## config.mk

```make
export PLATFORM = sky130hd
export DESIGN_NAME = fft_frame_collector
export DESIGN_NICKNAME = d
export VERILOG_FILES = /design/src/rtl/fft_pkg.sv /design/src/rtl/fft_bitrev_index.sv /design/src/rtl/fft_frame_collector.sv
export SDC_FILE = /design/constraint.sdc
export NUM_CORES = 1
export LEC_CHECK = 0
export ABC_CLOCK_PERIOD_IN_PS = 2900
export CORE_AREA = 4 4 213 215
export CTS_CLUSTER_SIZE = 10
export DETAILED_ROUTE_END_ITERATION = 12
export DIE_AREA = 0 0 217 219
export DONT_BUFFER_PORTS = 1
export GPL_TIMING_DRIVEN = 0
export PLACE_DENSITY_LB_ADDON = 0.12
export SYNTH_ARGS = -nofsm -noshare
export SYNTH_HDL_FRONTEND = slang
export SYNTH_SLANG_ARGS = --single-unit
```

## constraint.sdc

```tcl
create_clock -name clk -period 2.9 [get_ports clk]
set_input_delay 0.435 -clock clk [delete_from_list [all_inputs] [get_ports clk]]
set_output_delay 0.435 -clock clk [all_outputs]
set_load 0.005 [all_outputs]
```

## src/rtl/fft_pkg.sv

```systemverilog
// Shared definitions for the FFT front-end blocks: sizes, mode encodings,
// FSM state type and index helpers.
package fft_pkg;

  localparam int FFT_WIDTH = 16;
  localparam int FFT_DEPTH = 16;
  localparam int IDXW      = 4;

  localparam logic [1:0] MODE_N4  = 2'b00;
  localparam logic [1:0] MODE_N8  = 2'b01;
  localparam logic [1:0] MODE_N16 = 2'b10;

  typedef enum logic {
    ST_COLLECT = 1'b0,
    ST_HOLD    = 1'b1
  } state_t;

  // FFT length for a mode; 2'b11 is a reserved alias of 16.
  function automatic logic [4:0] fft_len(input logic [1:0] mode);
    logic [4:0] n;
    case (mode)
      MODE_N4: n = 5'd4;
      MODE_N8: n = 5'd8;
      default: n = 5'd16;
    endcase
    return n;
  endfunction

  function automatic logic [2:0] fft_log2n(input logic [1:0] mode);
    logic [2:0] l;
    case (mode)
      MODE_N4: l = 3'd2;
      MODE_N8: l = 3'd3;
      default: l = 3'd4;
    endcase
    return l;
  endfunction

  // Reverse the low log2n bits of idx; upper bits come back as zero.
  function automatic logic [IDXW-1:0] bit_reverse(input logic [IDXW-1:0] idx,
                                                  input logic [2:0]      log2n);
    logic [IDXW-1:0] r;
    case (log2n)
      3'd2:    r = {2'b00, idx[0], idx[1]};
      3'd3:    r = {1'b0, idx[0], idx[1], idx[2]};
      default: r = {idx[0], idx[1], idx[2], idx[3]};
    endcase
    return r;
  endfunction

endpackage

```

## src/rtl/fft_bitrev_index.sv

```systemverilog
// Maps a running sample count to its frame slot, natural or bit-reversed
// over the active FFT length.
module fft_bitrev_index
  import fft_pkg::*;
(
  input  logic [IDXW-1:0] count,
  input  logic [1:0]      mode,
  input  logic            bitrev_en,
  output logic [IDXW-1:0] slot
);

  logic [IDXW-1:0] w_rev;

  // Purely combinational slot selection.
  always_comb begin
    w_rev = bit_reverse(count, fft_log2n(mode));
    slot  = bitrev_en ? w_rev : count;
  end

endmodule

```

## src/rtl/fft_frame_collector.sv

```systemverilog
// Collects a serial stream of complex samples into one flattened frame and
// holds it until the downstream register bank takes it.
//
// state      | meaning
// -----------+---------------------------------------------------------
// ST_COLLECT | accepting samples; buffer filling from a zeroed start
// ST_HOLD    | frame complete and presented; waiting for frame_ready
module fft_frame_collector
  import fft_pkg::*;
#(
  parameter int WIDTH = FFT_WIDTH,
  parameter int DEPTH = FFT_DEPTH
) (
  input  logic                   clk,
  input  logic                   rst_n,
  input  logic                   in_valid,
  output logic                   in_ready,
  input  logic [WIDTH-1:0]       in_real,
  input  logic [WIDTH-1:0]       in_imag,
  input  logic [1:0]             mode,
  input  logic                   bitrev_en,
  output logic                   frame_valid,
  input  logic                   frame_ready,
  output logic [WIDTH*DEPTH-1:0] frame_real,
  output logic [WIDTH*DEPTH-1:0] frame_imag,
  output logic [1:0]             frame_mode
);

  state_t          r_state;
  logic [IDXW-1:0] r_count;
  logic [1:0]      r_mode;
  logic            r_bitrev;
  logic            r_in_ready;
  logic            r_frame_valid;
  logic [WIDTH-1:0] r_real [DEPTH];
  logic [WIDTH-1:0] r_imag [DEPTH];

  logic [1:0]      w_eff_mode;
  logic            w_eff_bitrev;
  logic [IDXW-1:0] w_slot;
  logic            w_last;

  // The first sample of a frame uses the live mode/bitrev inputs (they are
  // latched on that same edge); every later sample uses the latched copy.
  always_comb begin
    w_eff_mode   = (r_count == '0) ? mode      : r_mode;
    w_eff_bitrev = (r_count == '0) ? bitrev_en : r_bitrev;
    w_last       = ({1'b0, r_count} == (fft_len(w_eff_mode) - 5'd1));
  end

  fft_bitrev_index u_bitrev_index (
    .count     (r_count),
    .mode      (w_eff_mode),
    .bitrev_en (w_eff_bitrev),
    .slot      (w_slot)
  );

  // Collect/hold FSM with counter, slot buffer and registered handshakes.
  always_ff @(posedge clk or negedge rst_n) begin
    if (!rst_n) begin
      r_state       <= ST_COLLECT;
      r_count       <= '0;
      r_mode        <= MODE_N4;
      r_bitrev      <= 1'b0;
      r_in_ready    <= 1'b1;
      r_frame_valid <= 1'b0;
      for (int j = 0; j < DEPTH; j++) begin
        r_real[j] <= '0;
        r_imag[j] <= '0;
      end
    end else begin
      case (r_state)
        ST_COLLECT: begin
          if (in_valid) begin
            if (r_count == '0) begin
              r_mode   <= mode;
              r_bitrev <= bitrev_en;
            end
            r_real[w_slot] <= in_real;
            r_imag[w_slot] <= in_imag;
            if (w_last) begin
              r_count       <= '0;
              r_state       <= ST_HOLD;
              r_in_ready    <= 1'b0;
              r_frame_valid <= 1'b1;
            end else begin
              r_count <= r_count + 1'b1;
            end
          end
        end
        ST_HOLD: begin
          // Clearing on hand-off keeps unused slots of short frames at zero.
          if (frame_ready) begin
            r_state       <= ST_COLLECT;
            r_in_ready    <= 1'b1;
            r_frame_valid <= 1'b0;
            for (int j = 0; j < DEPTH; j++) begin
              r_real[j] <= '0;
              r_imag[j] <= '0;
            end
          end
        end
        default: r_state <= ST_COLLECT;
      endcase
    end
  end

  generate
    for (genvar g = 0; g < DEPTH; g++) begin : g_flat
      assign frame_real[g*WIDTH +: WIDTH] = r_real[g];
      assign frame_imag[g*WIDTH +: WIDTH] = r_imag[g];
    end
  endgenerate

  assign in_ready    = r_in_ready;
  assign frame_valid = r_frame_valid;
  assign frame_mode  = r_mode;

endmodule

```

**Yosys cells after proc, flatten, opt, wreduce, memory -nomap -nowiden**

Cells that the tools add are included.

- Memory bits (writable): 0
- Bits in latches: 0
- Bits in read-only memories: 0
- Output and inout port bits: 516
- Input bits: 39
- Memories: 0
- Word-level logic and storage cells: 85
- Register bits after elaboration: 522

- Bitwise logic cells: 2
- Eq/ne operators: 7
- Divide/modulo/power cells: 0
- $add $sub $neg: 2
- Reduce and logical (&&, ||, !) cells: 6
- $mul: 0
- Magnitude comparators: 2
- Mux-type cells: 28
- Shifts and indexed selects: 0

Operator list:

| kind | count |
|---|---|
| case mux 256 bit (2 select lines) | 2 |
| two-way mux 256 bit | 3 |
| bitwise mux 256 bit | 2 |
| demux 16 bit (select 4 bit) | 1 |
| two-way mux 16 bit | 1 |
| two-way mux 1 bit | 10 |
| case mux 5 bit (2 select lines) | 1 |
| two-way mux 4 bit | 2 |
| case mux 4 bit (2 select lines) | 1 |
| equality test 3 x 2 -> 1 bit, second input constant | 2 |
| != test 2 bit, second input constant | 3 |
| case mux 1 bit (2 select lines) | 3 |
| case mux 3 bit (2 select lines) | 1 |
| equality test 4 x 5 -> 1 bit | 1 |
| greater-or-equal comparator 5 bit, second input constant | 1 |
| < comparator 5 x 1 -> 1 bit, second input constant | 1 |
| inverter 4 -> 5 bit | 1 |
| subtractor 5 x 1 -> 5 bit, second input constant | 1 |
| adder 4 x 1 -> 4 bit, second input constant | 1 |
| zero test 4 bit | 1 |
| AND reduction 2 bit | 2 |
| AND reduction 3 bit | 1 |
| equality test 2 x 1 -> 1 bit, second input constant | 1 |
| zero test 2 bit | 1 |
| other kinds (3) | 3 |

**Longest topological paths before layout**

Gate-level depths: netlist of run 1.

- Depth in word-level cells: 15
- Mapped depth: 14
- Depth with buffers taken out: 9

**Cells and area by module**

A second synthesis of run 1 with hierarchy kept.

- Cell total of the unflattened synthesis: 1,807
- Area total of the unflattened synthesis: 21,498.1 µm²

By module, submodules not included:

| module | area each (µm²) | sequential area each (µm²) | cells an instance | times used |
|---|---|---|---|---|
| fft_frame_collector | 21,400.5 | 13,063.8 | 1,789 | 1 |
| fft_bitrev_index | 97.6 | 0.0 | 18 | 1 |

**Worst setup path before layout of run 1**

OpenSTA, ideal clock, no wires.

- Path type: register -> register
- Start: reg r_count[0]
- End: reg r_real, in the netlist frame_real[188]
- Cell stages (with the launch flop): 13
- Setup time: 0.132 ns
- Slack: -0.215 ns
- Arrival time: 2.983 ns
- Path buffers: 3
- Clock period less this slack: 3.115 ns
- Data required time: 2.768 ns
- Cells stage by stage: dfrtp_1 > clkbuf_1 > inv_1 > ha_1 > or3b_1 > buf_2 > or4_1 > a31o_2 > a211oi_2 > nand3_2 > a21o_1 > buf_2 > o2bb2ai_1

- Word-level cells in the longest chain between the ends: 15
- Elaborated cells on any way between the ends: 19
- Classes of those cells: order compare: 2; eq/ne: 3; mux: 10; bitwise: 1; reduce/logical: 3

RTL lines:

| element | line | source |
|---|---|---|
| start, declared | fft_frame_collector.sv:30 | `logic [IDXW-1:0] r_count;` |
| start signal, assigned | fft_frame_collector.sv:87 | `r_count <= r_count + 1'b1;` |
| zero test 4 bit | fft_frame_collector.sv:46, fft_frame_collector.sv:47 |  |
| two-way mux 2 bit | - |  |
| equality test 2 x 1 -> 1 bit / zero test 2 bit (equally long branches) | fft_pkg.sv:31 | `case (mode)` |
| case mux 3 bit (2 select lines) | fft_pkg.sv:31 |  |
| equality test 3 x 2 -> 1 bit | fft_pkg.sv:43 | `case (log2n)` |
| case mux 4 bit (2 select lines) | fft_pkg.sv:43 |  |
| two-way mux 4 bit * | fft_bitrev_index.sv:17 | `slot = bitrev_en ? w_rev : count;` |
| inverter 4 -> 5 bit (not written as such) * | fft_frame_collector.sv:79 | `r_real[w_slot] <= in_real;` |
| greater-or-equal comparator 5 bit (not written as such) / < comparator 5 x 1 -> 1 bit (equally long branches) | fft_frame_collector.sv:79 |  |
| logical AND 1 bit (not written as such) | fft_frame_collector.sv:79 |  |
| two-way mux 16 bit (not written as such) | fft_frame_collector.sv:79 |  |
| demux 16 bit (select 4 bit) * | fft_frame_collector.sv:79 |  |
| bitwise mux 256 bit * | fft_frame_collector.sv:79 |  |
| two-way mux 256 bit * | fft_frame_collector.sv:74 | `if (in_valid) begin` |
| case mux 256 bit (2 select lines) * | fft_frame_collector.sv:72 | `case (r_state)` |
| end signal, assigned by index | fft_frame_collector.sv:79 |  |
| end, declared | fft_frame_collector.sv:35 | `logic [WIDTH-1:0] r_real [DEPTH];` |

Every way passes the cells marked *; elsewhere a longest branch is shown, timed or not. The select of a mux whose other input is x is not followed.
A chain may end at the register's enable or synchronous reset.

**Worst setup path after layout of run 1**

- Start: reg r_count[1]
- End: reg r_real, in the netlist frame_real[167]

Same word-level chain as after synthesis.

==> results of run 1 <==
-- layer usage --
layer,wire length (um),global-route usage (%)
met5,17,0
met4,2650,10.2
met3,8010,12.2
met2,38400,50.9
met1,28800,37.5
-- metrics by stage --
stage	TNS, ns	cells	util [%]	area [um2]
floorplan	-3.08	1472	-	19600
global placement	-298.21	2064	46.6	20400
detailed placement	-325.15	2064	46.6	20400
CTS	-93.29	2262	56.9	24900
global route	-94.05	2287	60.5	26400
finish	-45.75	2287	60.5	26400
-- path summary, 6_finish.rpt --
kind	from	endpoint	slack [ns]	cells past startpoint
hold / removal	rst_n	frame_imag[73]$_DFFE_PN0P_	-0.48	0
max in group asynchronous	rst_n	r_count[1]$_DFFE_PN0P_	1.15	0
setup reg to reg	r_count[1]$_DFFE_PN0P_	frame_real[167]$_DFFE_PN0P_	-0.21	11
setup / recovery	r_count[1]$_DFFE_PN0P_	frame_real[167]$_DFFE_PN0P_	-0.21	11
hold reg to reg	frame_real[117]$_DFFE_PN0P_	frame_real[117]$_DFFE_PN0P_	0.52	1
min in group clk	in_real[8]	frame_real[136]$_DFFE_PN0P_	0.02	1
-- Yosys cell counts --
cell type	instances	share of area (%)
buf_6	4	0.23
nor3b_2	1	0.064
nor3b_1	1	0.039
mux2_1	1	0.058
o21ai_1	35	0.90
o21a_1	1	0.039
a31o_2	1	0.045
dfrtp_1	521	67
o31a_1	1	0.045
nand2b_1	2	0.064
buf_4	1	0.039
a32o_1	65	3.3
a21o_1	12	0.46
nor4_2	1	0.064
buf_1	12	0.23
or3_1	7	0.23
nand4_1	4	0.13
buf_2	31	0.80
nand3_1	14	0.36
nor2_1	5	0.097
nor3_2	2	0.10
o2bb2ai_1	384	17
or4_1	2	0.077
and4_1	1	0.045
a21oi_1	5	0.13
nand3b_1	3	0.12
nand2_1	174	3.4
mux2i_4	1	0.12
nand3_2	3	0.15
a211oi_2	1	0.064
ha_1	2	0.13
inv_1	4	0.077
clkbuf_1	114	2.2
a31oi_1	1	0.032
nor2b_1	5	0.16
nor3_1	2	0.052
mux2_2	1	0.058
a22o_1	1	0.045
o21ai_0	39	1.0
dfstp_2	1	0.14
or3b_1	1	0.045
and2_1	1	0.032
or2_0	1	0.032
mux2i_1	3	0.15
-- kinds of logic after synthesis --
group	synth area share, %
and+or+nand+nor	5.22
buffers and inverters	3.58
AOI/OAI and AO/OA	23.4
DFF	67.2
muxes	0.386
adders and majority gates	0.129
-- layout make-up --
class	instances	share of cell area, %
Multi-Input combinational cell	784	29.2
Timing Repair Buffer	161	7.76
Sequential cell	522	49.4
Inverter	4	0.0757
Tap cell	592	2.80
Clock buffer	72	5.88
Clock inverter	2	0.123
Buffer	149	4.71
Antenna cell	1	0.00946
-- registers in the layout (all words and copies together), names as in the netlist --
signal and cells:
frame_imag 256, frame_mode 2, frame_real 256, frame_valid 1, in_ready 1, r_bitrev 1
r_count 4, r_state 1
-- timing repair --
item                                   4_1_cts  5_1_grt
pin swaps                                   38       18
setup endpoints to repair                  512      512
endpoints found under the hold margin      652      522
gates cloned                                21       17
gates resized for setup                    363      262
setup buffers                               75       23
-- where the power goes --
group	switching, uW	internal, uW
sequential	3540	10200
clock	2860	3690
combinational	6310	6920
==> metrics.txt, run 1 <==
status finished with violations; failing checks negative hold slack, max-slew violations, negative setup slack; Post-DP HPWL 50500 um; worst skew pair latency 0.62 ns; routability cong. 0.851; share of cells above drive strength 1 32.5%; Layout area overhead 36.1%; CTS root buf clkbuf_16; critical path peak fanout 10; initial antenna violation count 2; crit-path cells inv_2 > ha_4 > or3b_4 > or4_4 > a31o_4 > a211oi_4 > buf_6 > nand3_4 > a21o_4 > buf_6 > o2bb2ai_1; total grt overflow 0; Critical-path top delay cell or3b_4; Max Freq 322 MHz; Syn Inst Count 1472; drc violations 0; MaxCap Viol Count 0; Routed WL 78000 um; drt initial violations 1200; number of synthesized register bits 522; final max-slew violation count 365; pwr dens 1270 nW/um2; RSZ-0062 raised after global routing yes; Leak 0.0111 uW; Die Width 217 um; Initial Utilization 44.4%; Syn Std Cell Area 19400 um2; commonest non-fill, non-tap cell in the layout dfrtp_1; via count 14400; slew margin rel. -71.9%; number of nets with antenna violations after routing 0; WL/cell 34.1 um; I/O pin count 555; CTS tree built; Final Skew 0.0135 ns; Clock Tree Buf Depth 3; Slew @ Worst Pin 2.58 ns; CP top delay family compound AO/OA/AOI/OAI gates; clk sinks 522; final worst slack -0.209 ns; Synth cell types 44; total track usage 30.9%; maximum VDD drop 568 uV; Multi-input gate area 7730 um2; Hold Fails Final Rpt 266; drt pass-1 iters 5; synth warn 0; CP Class flop to flop; PortBufs 0; syn_nets 1513; WHS -0.477 ns; Crit path largest cell delay 0.43 ns; storage element area 13100 um2; Clk pin slew, worst setup/hold paths 0.06 ns; sequential element share of the synthesized area 67.2%; Mapped Avg Cell Area 13.2 um2; CTS Buf Count 58; Core ar. 43700 um2; Die Y 219 um; worst slack at placement -1.03 ns; Hold WC Path Type primary input to asynchronous set/reset pin; Worst EP required 3.37 ns; global-route wire length before repair 108000 um; Worst Path Arrival 3.57 ns; vias per cell 6.31; Buf/Inv on CP 3; largest net degree at the start of global routing 523; CTS hold repair buffers 34; site row count 77; Final Power 33500 uW; H-Tree Level Count 2; Worst setup EP type flop; Setup-failing EPs final 432; Final Net Count 1721; Final period util 107%; vias in the first global route 14900; Final min period 3.11 ns; number of fill cells 3432; crit path launch type flop; CP dominant cell by count buf_6; commonest non-fill, non-tap cells in the layout dfrtp_1, o2bb2ai_1, nand2_1; Total Die Area 47500 um2
Note: power is estimated with default switching activity, not from simulation.
==> run 2, diff against run 1 <==
TNS_END_PERCENT = 100   (was default)
==> results of run 2 <==
Same layout as run 1: the final DEF is identical, and so are final timing and power.
==> run 3, diff against run 2 <==
CORE_AREA = 4 4 212 214   (was 4 4 213 215)
DIE_AREA = 0 0 216 218   (was 0 0 217 219)
SYNTH_HIERARCHICAL = 1   (was default)
==> run 3 against run 2 <==
Net effect:
- the flow finishes with violations (negative hold slack, negative setup slack)
- sequential share of layout area increased by 2.3 points
- fmax grew 3.6%
- hold slack improved by 0.0045 ns
- clock power down 0.6%
- flip-flop and latch count unchanged
- utilization decreased by 1.6 points
- via count fell by 2.0%
- largest power group unchanged
- highest routed layer is now met4
==> metrics.txt, run 3 <==
Final period util 103% (-3.7 points); CP Class flop to flop; vias in the first global route 14700 (-1.7%); CTS root buf clkbuf_16; Post-DP HPWL 48800 um (-3.2%); Clock Tree Buf Depth 3 (unchanged); Final Net Count 1957 (+14%); MaxCap Viol Count 0 (unchanged); Die Width 216 um (-0.46%); slew margin rel. 22.7% (+95 points); total grt overflow 0 (unchanged); Crit Reg-Reg Endpoint frame_real[200]$_DFFE_PN0P_; Seq pwr share 51.0% (+10 points); crit path launch type flop; Total Die Area 47100 um2 (-0.92%); final max-slew violation count 0 (-100%); Worst Reg-to-Reg Cells 14 (+3); Setup crit start r_count[0]$_DFFE_PN0P_; pwr dens 1090 nW/um2 (-14%); maximum VDD drop 626 uV (+10%); Max Freq 333 MHz (+3.6%); via count 14100 (-2.0%); Post-Layout Cell Count 2517 (+10%); Logic pwr share 25.3% (-14 points); worst skew pair latency 0.60 ns (-0.02 ns); drc violations 0 (unchanged); Layout area overhead 17.4%; Synth async-reset ratio 100% (unchanged); synth warn 6 (+6); Leak 0.0137 uW (+23%); Slew @ Worst Pin 1.16 ns (-1.42 ns); Final min period 3.00 ns (-0.109 ns); reg2reg start r_count[0]$_DFFE_PN0P_; status finished with violations; I/O pin count 555 (unchanged); WL/cell 27.7 um (-19%); CTS Buf Count 58 (unchanged); syn_nets 1848 (+22%); Post-synth EDFFs 0 (unchanged); final worst slack -0.100 ns (+0.109 ns); Worst EP required 3.41 ns (+0.04 ns); post-synth top area share 60.6% (-6.5 points); share of cells above drive strength 1 11.5% (-21 points); routability cong. 0.821 (-3.5%); CTS tree built; Initial Utilization 50.1% (+5.7 points); Inst Count DP 2392 (+16%); Mapped Avg Cell Area 11.9 um2 (-9.9%); Syn Inst Count 1807 (+23%); drt pass-1 iters 5 (unchanged); top cells by count, synth nand2_1, dfrtp_1, mux2i_1; site row count 76 (-1.3%); vias per cell 5.62 (-11%); clock share of power 23.7% (+4.1 points); failing checks negative hold slack, negative setup slack; WHS -0.473 ns (+0.00449 ns); area leader, netlist dfrtp_1; Routed WL 69600 um (-11%); initial antenna violation count 0 (-2); Setup-failing EPs final 161 (-63%); Hold Fails Final Rpt 521 (+96%); Clk pin slew, worst setup/hold paths 0.06 ns (about the same); clk sinks 522 (unchanged); most common cell in the netlist nand2_1; Synth cell types 39 (-11%); Final Skew 0.0136 ns (+0.000171 ns); most common flop cell mapped by yosys dfrtp_1; Worst Path Arrival 3.51 ns (-0.06 ns); critical path peak fanout 7 (-3); total track usage 28.7% (-2.2 points); Hold WC Path Type primary input to asynchronous set/reset pin; Sw Pwr 9880 uW (-22%); drt initial violations 925 (-23%); RSZ-0062 raised after global routing yes; flop2flop setup slack -0.10 ns (+0.11 ns); sequential element share of the synthesized area 60.8% (-6.5 points); number of synthesized register bits 522 (unchanged); Die Y 218 um (-0.46%); H-Tree Level Count 2 (unchanged); Syn Std Cell Area 21500 um2 (+11%); post-route setup TNS -5.86 ns (+39.89 ns); global-route wire length before repair 102000 um (-6.2%); Pint 17600 uW (-15%); CTS hold repair buffers 4 (-88%); largest cells by area after synthesis dfrtp_1, mux2i_1, nand2_1, clkbuf_1, buf_2; largest net degree at the start of global routing 523 (unchanged); number of diodes 0 (-1); commonest non-fill, non-tap cells in the layout nand2_1, dfrtp_1, mux2i_1; Worst setup EP type flop; sw frac 36.0% (-2.0 points); number of nets with antenna violations after routing 0 (unchanged); Core ar. 42900 um2 (-2.0%); PortBufs 0 (unchanged)
run 3: critical path, stage by stage, from the launching register on:
cell,delay (ns)
dfrtp_2,0.41
inv_2,0.08
ha_4,0.15
nor3b_4,0.22
buf_4,0.15
mux2_4,0.34
nor2b_4,0.15
o21ai_2,0.18
nand3_4,0.12
nor4b_4,0.23
buf_4,0.18
and3_4,0.20
buf_12,0.16
buf_12,0.14
mux2i_2,0.21
run 3: cell type report:
class / count / area [um2]
timing repair buffer: 49 / 617
tap: 585 / 732
clock buffer: 76 / 1590
sequential: 522 / 13100
buffer: 144 / 1210
multi-input combinational: 1104 / 7890
fill: 3543 / 17600
inverter: 37 / 139
run 3: worst max path at each step:
| stage | to | cells after the start |
|---|---|---|
| after floorplan | frame_imag[192]$_DFFE_PN0P_ | 12 |
| after global placement | frame_imag[129]$_DFFE_PN0P_ | 11 |
| after detailed placement | frame_real[137]$_DFFE_PN0P_ | 11 |
| after CTS | frame_real[133]$_DFFE_PN0P_ | 13 |
| after global routing | frame_imag[204]$_DFFE_PN0P_ | 14 |
| final | frame_real[200]$_DFFE_PN0P_ | 14 |
run 3: logic make-up (layout without fill, tap and decap cells):
group	Yosys count	in the layout	synth area share (%)
flops	522	522	60.8
buf+inv	181	306	3.91
mux	520	520	24.2
simple gates	566	566	10.5
fa+ha+maj	2	2	0.116
compound gates	16	16	0.512
run 3: power by group through the flow:
stage / clock [uW] / combinational [uW] / sequential, uW
floorplan: 0 / 4590 / 12400
global placement: 0 / 5340 / 14100
detailed placement: 0 / 5670 / 14200
CTS: 6630 / 6390 / 14100
global route: 6920 / 7760 / 14300
finish: 6510 / 6950 / 14000
run 3: layer usage:
layer | part of all wire, % | up-vias | global-route usage (%)
met4 | 3.4 | 0 | 10.1
li1 | - | 6153 | -
met1 | 39 | 7382 | 35.4
met3 | 8.9 | 123 | 10.4
met5 | 0 | - | 0
met2 | 48 | 487 | 47.2
run 3: metrics by stage:
stage | hold WS, ns | utilization [%] | cell area, um2 | total power, uW | worst slack, ns
after global routing | -0.493 | 58.9 | 25200 | 29000 | -0.195
after CTS | -0.494 | 57.3 | 24600 | 27100 | -0.0318
after detailed placement | 0.151 | 51.8 | 22200 | 19800 | -0.715
after global placement | 0.153 | 51.8 | 22200 | 19500 | -0.671
final | -0.473 | 58.9 | 25200 | 27500 | -0.100
after floorplan | 0.139 | - | 21500 | 17000 | 0.00441
run 3: timing repair:
action,4_1_cts,5_1_grt
pin swaps,7,6
resized for setup,131,83
setup endpoints to repair,512,485
endpoints found under the hold margin,527,522
gates cloned,3,6
setup buffers,18,19
